[config.mk]
export PLATFORM = sky130hd
export DESIGN_NAME = sigmag_agc
export DESIGN_NICKNAME = d
export VERILOG_FILES = /design/src/rtl/sigmag_agc_pkg.sv /design/src/rtl/sigmag_agc_ch.sv /design/src/rtl/sigmag_agc.sv
export SDC_FILE = /design/constraint.sdc
export NUM_CORES = 1
export LEC_CHECK = 0
export CORE_MARGIN = 3
export CORE_UTILIZATION = 53
export DETAILED_ROUTE_END_ITERATION = 8
export HOLD_SLACK_MARGIN = 0.15
export PLACE_DENSITY = 0.74
export SLEW_MARGIN = 20
export SYNTH_ARGS = -nofsm -noshare
export SYNTH_HDL_FRONTEND = slang
export SYNTH_SLANG_ARGS = --single-unit
[constraint.sdc]
create_clock -name clk -period 2.6 [get_ports clk]
set_input_delay 0.65 -clock clk [delete_from_list [all_inputs] [get_ports clk]]
set_output_delay 0.65 -clock clk [all_outputs]
set_load 0.005 [all_outputs]
[src/rtl/sigmag_agc_pkg.sv]
// ---------------------------------------------------------------------------
// sigmag_agc_pkg
//   Shared definitions for the sign/magnitude AGC block: FSM state codes,
//   register offsets, control struct and threshold helper.
//   Revision: 1.0
// ---------------------------------------------------------------------------
`ifndef SIGMAG_AGC_ID_CONST
`define SIGMAG_AGC_ID_CONST 32'h5347_4101
`endif

`default_nettype none

package sigmag_agc_pkg;

  // FSM state codes
  localparam logic [1:0] ST_IDLE   = 2'd0;
  localparam logic [1:0] ST_ACCUM  = 2'd1;
  localparam logic [1:0] ST_UPDATE = 2'd2;

  // Register bus geometry
  localparam int BUS_AW = 16;
  localparam int BUS_DW = 32;

  // Word offsets from BASEADDR; THR[k] at REG_THR0+k, LAST_CNT[k] at REG_THR0+NCH+k
  localparam logic [15:0] REG_ID   = 16'd0;
  localparam logic [15:0] REG_CFG  = 16'd1;
  localparam logic [15:0] REG_BAND = 16'd2;
  localparam logic [15:0] REG_STAT = 16'd3;
  localparam logic [15:0] REG_THR0 = 16'd4;

  // Decoded control bits of the CFG register
  typedef struct packed {
    logic freeze;
    logic en;
    logic restart;
  } sigmag_agc_ctrl_t;

  // Largest magnitude threshold representable for a given sample width
  function automatic int thr_max(input int in_w);
    return (1 << (in_w - 1)) - 1;
  endfunction

endpackage

`default_nettype wire

[src/rtl/sigmag_agc_ch.sv]
// ---------------------------------------------------------------------------
// sigmag_agc_ch
//   One channel: registered 2-bit sign/magnitude quantizer, per-window MAG
//   counter, magnitude threshold register and its step update rule.
//   Optional macro SIGMAG_AGC_STAT_EN keeps the last completed window count.
//   Revision: 1.0
// ---------------------------------------------------------------------------
`default_nettype none

module sigmag_agc_ch
  import sigmag_agc_pkg::*;
#(
  parameter int IN_W     = 8,
  parameter int WIN_LOG2 = 16
) (
  input  logic                clk,
  input  logic                resetn,
  input  logic [IN_W-1:0]     raw_i,
  input  logic                idle_i,
  input  logic                inc_en_i,
  input  logic                update_i,
  input  logic                restart_i,
  input  logic                freeze_i,
  input  logic [IN_W-2:0]     step_i,
  input  logic [IN_W-2:0]     thr_init_i,
  input  logic [WIN_LOG2-1:0] tgt_lo_i,
  input  logic [WIN_LOG2-1:0] tgt_hi_i,
  output logic [1:0]          data_o,
  output logic [IN_W-2:0]     thr_o,
  output logic                in_band_o,
  output logic [WIN_LOG2:0]   last_cnt_o
);

  localparam logic [IN_W-2:0]   THR_MAX = (IN_W-1)'(thr_max(IN_W));
  localparam logic [WIN_LOG2:0] CNT_ONE = (WIN_LOG2+1)'(1);

  logic              sig_w;
  logic [IN_W-2:0]   abs_w;
  logic [IN_W-2:0]   thr_eff_w;
  logic              mag_w;
  logic [1:0]        data_d, data_q;
  logic [WIN_LOG2:0] cnt_d, cnt_q;
  logic [IN_W-2:0]   thr_d, thr_q;
  logic              in_band_d, in_band_q;
  logic [IN_W-1:0]   sum_w;
  logic [IN_W-2:0]   thr_up_w, thr_dn_w;
  logic              hi_w, lo_w;

  // Quantize the incoming sample; the idle loop tracks the programmed initial threshold directly
  always_comb begin
    sig_w     = raw_i[IN_W-1];
    abs_w     = sig_w ? ~raw_i[IN_W-2:0] : raw_i[IN_W-2:0];
    thr_eff_w = idle_i ? thr_init_i : thr_q;
    mag_w     = (abs_w > thr_eff_w);
    data_d    = {sig_w, mag_w};
  end

  // Count MAG decisions of samples arriving while a window is accumulating
  always_comb begin
    cnt_d = cnt_q;
    if (restart_i || idle_i || update_i) begin
      cnt_d = '0;
    end else if (inc_en_i && mag_w) begin
      cnt_d = cnt_q + CNT_ONE;
    end
  end

  // Saturating step candidates and band tests for the window just closed
  always_comb begin
    sum_w    = {1'b0, thr_q} + {1'b0, step_i};
    thr_up_w = sum_w[IN_W-1] ? THR_MAX : sum_w[IN_W-2:0];
    thr_dn_w = (thr_q < step_i) ? '0 : (thr_q - step_i);
    hi_w     = (cnt_q > {1'b0, tgt_hi_i});
    lo_w     = (cnt_q < {1'b0, tgt_lo_i});
  end

  // Threshold / band-status next state; restart dominates an update in the same cycle
  always_comb begin
    thr_d     = thr_q;
    in_band_d = in_band_q;
    if (restart_i) begin
      thr_d     = thr_init_i;
      in_band_d = 1'b0;
    end else if (idle_i) begin
      thr_d = thr_init_i;
    end else if (update_i) begin
      in_band_d = !hi_w && !lo_w;
      if (!freeze_i) begin
        if (hi_w) begin
          thr_d = thr_up_w;
        end else if (lo_w) begin
          thr_d = thr_dn_w;
        end
      end
    end
  end

  // Channel state registers
  always_ff @(posedge clk or negedge resetn) begin
    if (!resetn) begin
      data_q    <= '0;
      cnt_q     <= '0;
      thr_q     <= '0;
      in_band_q <= 1'b0;
    end else begin
      data_q    <= data_d;
      cnt_q     <= cnt_d;
      thr_q     <= thr_d;
      in_band_q <= in_band_d;
    end
  end

  assign data_o    = data_q;
  assign thr_o     = thr_q;
  assign in_band_o = in_band_q;

`ifdef SIGMAG_AGC_STAT_EN
  logic [WIN_LOG2:0] last_cnt_q;

  // Hold the MAG count of the most recently completed window
  always_ff @(posedge clk or negedge resetn) begin
    if (!resetn) begin
      last_cnt_q <= '0;
    end else if (restart_i) begin
      last_cnt_q <= '0;
    end else if (update_i) begin
      last_cnt_q <= cnt_q;
    end
  end

  assign last_cnt_o = last_cnt_q;
`else
  assign last_cnt_o = '0;
`endif

endmodule

`default_nettype wire

[src/rtl/sigmag_agc.sv]
// ---------------------------------------------------------------------------
// sigmag_agc
//   Quantizes NCH raw ADC streams to {SIG,MAG} and closes a per-channel loop
//   on the magnitude threshold so the MAG duty per window stays in a band.
//   Register map (word offsets from BASEADDR):
//     0 ID, 1 CFG {THR_INIT,STEP,FREEZE,EN,RESTART(pulse)}, 2 BAND {TGT_HI,TGT_LO},
//     3 STAT {IN_BAND,WINS}, 4.. THR[k], 4+NCH.. LAST_CNT[k]
//   Optional macro SIGMAG_AGC_STAT_EN enables LAST_CNT storage (else reads 0).
//   Revision: 1.0
// ---------------------------------------------------------------------------
`default_nettype none

module sigmag_agc
  import sigmag_agc_pkg::*;
#(
  parameter int BASEADDR = 0,
  parameter int NCH      = 2,
  parameter int IN_W     = 8,
  parameter int WIN_LOG2 = 16
) (
  input  logic                clk,
  input  logic                resetn,
  input  logic [NCH*IN_W-1:0] raw_i,
  output logic                adc_clk_o,
  output logic [2*NCH-1:0]    adc_data_o,
  input  logic [BUS_AW-1:0]   bus_addr_i,
  input  logic                bus_wr_i,
  input  logic [BUS_DW-1:0]   bus_wdata_i,
  output logic [BUS_DW-1:0]   bus_rdata_o
);

  localparam int                CFG_STEP_LSB = 3;
  localparam int                CFG_INIT_LSB = 3 + IN_W - 1;
  localparam logic [WIN_LOG2-1:0] WIN_ONE    = WIN_LOG2'(1);
  localparam logic [15:0]       WINS_ONE     = 16'd1;

  logic [BUS_AW-1:0]         offset_w;
  logic [BUS_DW-1:0]         cfg_q, band_q;
  logic                      restart_q;
  sigmag_agc_ctrl_t          ctrl_w;
  logic [IN_W-2:0]           step_w, thr_init_w;
  logic [WIN_LOG2-1:0]       tgt_lo_w, tgt_hi_w;
  logic [1:0]                state_d, state_q;
  logic [WIN_LOG2-1:0]       win_d, win_q;
  logic [15:0]               wins_d, wins_q;
  logic                      idle_w, accum_w, update_w;
  logic [NCH-1:0][IN_W-2:0]  thr_w;
  logic [NCH-1:0][WIN_LOG2:0] last_w;
  logic [NCH-1:0]            in_band_w;
  logic [BUS_DW-1:0]         rdata_w;

  assign offset_w = bus_addr_i - BUS_AW'(BASEADDR);

  // CPU-writable configuration; RESTART is a self-clearing pulse, never stored
  always_ff @(posedge clk or negedge resetn) begin
    if (!resetn) begin
      cfg_q     <= '0;
      band_q    <= '0;
      restart_q <= 1'b0;
    end else begin
      restart_q <= bus_wr_i && (offset_w == REG_CFG) && bus_wdata_i[0];
      if (bus_wr_i && (offset_w == REG_CFG)) begin
        cfg_q <= {bus_wdata_i[BUS_DW-1:1], 1'b0};
      end
      if (bus_wr_i && (offset_w == REG_BAND)) begin
        band_q <= bus_wdata_i;
      end
    end
  end

  // Field extraction from the configuration words
  always_comb begin
    ctrl_w.restart = restart_q;
    ctrl_w.en      = cfg_q[1];
    ctrl_w.freeze  = cfg_q[2];
    step_w         = cfg_q[CFG_STEP_LSB +: IN_W-1];
    thr_init_w     = cfg_q[CFG_INIT_LSB +: IN_W-1];
    tgt_lo_w       = band_q[0 +: WIN_LOG2];
    tgt_hi_w       = band_q[WIN_LOG2 +: WIN_LOG2];
  end

  assign idle_w   = (state_q == ST_IDLE);
  assign accum_w  = (state_q == ST_ACCUM);
  assign update_w = (state_q == ST_UPDATE);

  // Window sequencing: IDLE -> ACCUM (2**WIN_LOG2 samples) -> UPDATE -> ACCUM ...
  always_comb begin
    state_d = state_q;
    win_d   = win_q;
    wins_d  = wins_q;
    if (ctrl_w.restart) begin
      state_d = ctrl_w.en ? ST_ACCUM : ST_IDLE;
      win_d   = '0;
      wins_d  = '0;
    end else begin
      if (update_w) begin
        wins_d = wins_q + WINS_ONE;
      end
      case (state_q)
        ST_IDLE: begin
          win_d   = '0;
          state_d = ctrl_w.en ? ST_ACCUM : ST_IDLE;
        end
        ST_ACCUM: begin
          win_d = win_q + WIN_ONE;
          if (!ctrl_w.en) begin
            state_d = ST_IDLE;
            win_d   = '0;
          end else if (win_q == '1) begin
            state_d = ST_UPDATE;
          end
        end
        ST_UPDATE: begin
          win_d   = '0;
          state_d = ctrl_w.en ? ST_ACCUM : ST_IDLE;
        end
        default: begin
          win_d   = '0;
          state_d = ST_IDLE;
        end
      endcase
    end
  end

  // FSM, window counter and window tally
  always_ff @(posedge clk or negedge resetn) begin
    if (!resetn) begin
      state_q <= ST_IDLE;
      win_q   <= '0;
      wins_q  <= '0;
    end else begin
      state_q <= state_d;
      win_q   <= win_d;
      wins_q  <= wins_d;
    end
  end

  for (genvar k = 0; k < NCH; k++) begin : g_ch
    sigmag_agc_ch #(
      .IN_W     (IN_W),
      .WIN_LOG2 (WIN_LOG2)
    ) u_ch (
      .clk        (clk),
      .resetn     (resetn),
      .raw_i      (raw_i[k*IN_W +: IN_W]),
      .idle_i     (idle_w),
      .inc_en_i   (accum_w),
      .update_i   (update_w),
      .restart_i  (ctrl_w.restart),
      .freeze_i   (ctrl_w.freeze),
      .step_i     (step_w),
      .thr_init_i (thr_init_w),
      .tgt_lo_i   (tgt_lo_w),
      .tgt_hi_i   (tgt_hi_w),
      .data_o     (adc_data_o[2*k +: 2]),
      .thr_o      (thr_w[k]),
      .in_band_o  (in_band_w[k]),
      .last_cnt_o (last_w[k])
    );
  end

  assign adc_clk_o = clk;

  // Combinational register read-back
  always_comb begin
    rdata_w = '0;
    case (offset_w)
      REG_ID:   rdata_w = `SIGMAG_AGC_ID_CONST;
      REG_CFG:  rdata_w = cfg_q;
      REG_BAND: rdata_w = band_q;
      REG_STAT: begin
        rdata_w[15:0]     = wins_q;
        rdata_w[16 +: NCH] = in_band_w;
      end
      default: ;
    endcase
    for (int k = 0; k < NCH; k++) begin
      if (offset_w == REG_THR0 + BUS_AW'(k)) begin
        rdata_w[IN_W-2:0] = thr_w[k];
      end
      if (offset_w == REG_THR0 + BUS_AW'(NCH + k)) begin
        rdata_w[WIN_LOG2:0] = last_w[k];
      end
    end
  end

  assign bus_rdata_o = rdata_w;

endmodule

`default_nettype wire
==> flow_summary_export.csv <==
group,metric,value,unit
pwr,pwr-share-comb,0.106,
final_layout,nets,1658,
setup_path,crit_fanout,7,
final_layout,drive_gt1_frac,0.303,
yosys,syn-cell-area,10700,µm²
timing,drv_slew,0,
yosys,synth_seq_area_share,0.356,
setup_path,r2r_start,"state_q[1]",
drt,postRouteAntennaNets,0,
setup_path,timing.critical_path.to,"g_ch[1].u_ch.cnt_q[3]",
pwr,intPower,4.24,mW
placement,port_buffers,103,
setup_path,cp.depth,14,
pwr,power.net_switching,1.51,mW
placement,routabilityCongestion,0.963,
setup_path,worstPathArrival,3.33,ns
yosys,synth_edf_count,0,
floorplanning,core_area,19700,µm²
pwr,p_per_area,379,nW/µm²
pwr,pwr-share-clk,0.481,
drt,routed_wl,39800,µm
setup_path,path_buf_inv,3,
timing,post-route-worst-setup-slack,-0.314,ns
timing,period_needed,2.91,ns
drt,drt-initial-drc-count,1185,
yosys,ys_seq_elements,152,
setup_path,cp_slowest_cell,"dfrtp_1",
yosys,async_reset_ff_frac,1.00,
global_route,grt-ovfl-total,0,
pwr,pwr-share-seq,0.413,
timing,tightest_slew,0.663,ns
floorplanning,fp-row-count,51,
floorplanning,die_w,148,µm
run,drv_cap,0,
drt,wl_per_cell,22.7,µm
cts,path_clk_slew,0.07,ns
setup_path,r2r_end,"g_ch[1].u_ch.cnt_q[3]",
global_route,antenna_found_initial,0,
setup_path,slowest_delay,0.45,ns
timing,maxSlewHeadroom,0.557,
setup_path,required,3.02,ns
setup_path,criticalPathCategory,"reg2reg",
timing,holdWs,0.478,ns
final_layout,regArea,3800,µm²
timing,rsz0062_at_grt,"true",
drt,first_pass_iters,5,
final_layout,stdcell_area,15200,µm²
drt,num_vias,10900,
setup_path,reg2reg_slack,-0.31,ns
cts,clk_latency,0.55,ns
pwr,leakagePower,6.82,nW
placement,place_area,13200,µm²
yosys,syn_nets,1392,
pwr,switching_share,0.262,
floorplanning,start_util,0.543,
timing,fin_skew,0.0127,ns
floorplanning,num_io_pins,104,
timing,setup_viol,52,
final_layout,fillers,1261,
timing,period_share,1.12,
global_route,grt_start_max_net_pins,50,
floorplanning,die_h,148,µm
timing,hold_viol,0,
run_status,failed_checks,"setup timing",
setup_path,worstPathCellList,"nor2_2 > buf_4 > and2_4 > a21oi_2 > ha_1 > nor2b_1 > o21a_1 > o21a_1 > o311ai_4 > buf_12 > buf_12 > nor3_1 > xnor2_1 > nor2_1",
timing,maxClockFrequency,0.343,GHz
setup_path,cp-start-kind,"flop",
setup_path,cp_top_family,"compound AO/OA/AOI/OAI gates",
pwr,ir_drop,546,µV
placement,hpwl,26100,µm
run_status,status,"complete, but fails checks",
final_layout,area_growth,42.0,%
final_layout,multi_input_area,7420,µm²
timing,finalSetupTns,-9.16,ns
placement,post-place-ws,-0.884,ns
setup_path,crit_start,"state_q[1]",
min_path,hold_path.class,"reg2reg",
global_route,grt_use_total,0.331,
yosys,yosys.cell_types.count,71,
global_route,grt_pass1_wl,56300,µm
floorplanning,dieArea,21900,µm²
cts,cts_tree,"yes",
yosys,yosysWarnings,0,
drt,via_per_inst,6.23,
setup_path,endpoint_kind,"flop",
yosys,syn_inst,1213,
yosys,syn_area_per_cell,8.80,µm²
final_layout,final_cell_mix,"151 x dfrtp_1, 151 x buf_4, 122 x nand2_1",
global_route,grt_pass1_vias,10400,
yosys,synth_ff_type,"dfrtp_1",
setup_path,reg2reg_depth,14,
drt,drc,0,
final_layout,antenna_cells,0,
-- power by group through the flow --
stage / Sequential [mW] / Combinational (mW) / Clock [mW]
final: 2.37 / 0.609 / 2.77
after global routing: 2.37 / 0.642 / 2.89
after CTS: 2.37 / 0.521 / 2.79
after detailed placement: 2.42 / 0.447 / 0.0324
after global placement: 2.42 / 0.441 / 0.0324
after floorplan: 2.42 / 0.173 / 0.0249
-- worst min-delay path by stage --
stage,from,end,cells past startpoint,slack [ns]
5_1_grt,raw_i[7],g_ch[0].u_ch.data_o[1],1,0.47
4_1_cts,raw_i[7],g_ch[0].u_ch.data_o[1],1,0.46
2_1_floorplan,resetn,band_q[0],0,0.35
3_5_place_dp,win_q[0],win_q[0],1,0.47
3_3_place_gp,win_q[0],win_q[0],1,0.47
6_report,win_q[0],win_q[0],1,0.48
-- cell usage after synthesis, types with 13 or more instances --
library cell / count / area share
a211oi_1: 14 / 0.0098
a21oi_1: 82 / 0.038
a22oi_1: 20 / 0.014
and2_1: 13 / 0.0076
and3_1: 17 / 0.010
clkbuf_1: 39 / 0.014
dfrtp_1: 152 / 0.36
ha_1: 108 / 0.13
inv_1: 77 / 0.027
mux2_2: 20 / 0.021
nand2_1: 123 / 0.043
nand2b_1: 15 / 0.0088
nand3_1: 40 / 0.019
nand4_1: 21 / 0.012
nor2_1: 113 / 0.040
nor2b_1: 15 / 0.0088
nor3_1: 20 / 0.0094
o21ai_0: 90 / 0.042
or3_1: 15 / 0.0088
xnor2_1: 36 / 0.030
xor2_1: 31 / 0.025
-- cell type report --
cell class / instances / area share
clock inverters: 14 / 0.0101
inverters: 77 / 0.0192
repair buffers: 294 / 0.175
well taps: 265 / 0.0219
flip-flops and latches: 152 / 0.251
multi-input cells: 933 / 0.489
clock buffers: 21 / 0.0336
-- logic make-up (layout without fill, tap and decap cells) --
group | Yosys count | count (layout) | synth area share
and+or+nand+nor | 424 | 424 | 0.194
AOI/OAI and AO/OA | 297 | 298 | 0.181
DFF | 152 | 152 | 0.356
buffers and inverters | 129 | 406 | 0.0477
adders and majority gates | 112 | 112 | 0.134
xor gates and xnor gates | 67 | 67 | 0.0550
muxes | 32 | 32 | 0.0328
-- worst register-to-register path: cells and delay by family, from the launching register on --
kind | cells | cell delay (ns)
compound gates | 4 | 0.71
xor+xnor | 1 | 0.19
fa+ha+maj | 1 | 0.30
buf+inv | 3 | 0.50
flops | 1 | 0.45
simple gates | 5 | 0.64
-- metal layers --
layer | track usage | part of all wire
met5 | 0 | 0
met4 | 0.148 | 0.055
met3 | 0.0834 | 0.10
met2 | 0.517 | 0.45
met1 | 0.439 | 0.39
-- stage by stage --
stage          utilization  cells  total power, mW
2_1_floorplan            -   1213             2.62
3_5_place_dp         0.670   1679             2.90
4_1_cts              0.730   1734             5.68
5_1_grt              0.771   1756             5.90
6_report             0.771   1756             5.75
3_3_place_gp         0.670   1679             2.89
-- sequential cells by signal, summed over array words and instances (netlist names) --
register             flops
g_ch.u_ch.cnt_q         34
wins_q                  16
restart_q                1
win_q                   16
g_ch.u_ch.thr_o         14
g_ch.u_ch.data_o         4
band_q                  32
g_ch.u_ch.in_band_o      2
state_q                  2
cfg_q                   31
-- timing repair --
action	in CTS	in global routing
hold endpoints to repair	45	0
hold buffers	1	0
gates cloned	2	1
gates resized for setup	267	128
setup endpoints to repair	81	79
pin swaps	67	85
setup buffers	21	26
Note: power is estimated with default switching activity, not from simulation.
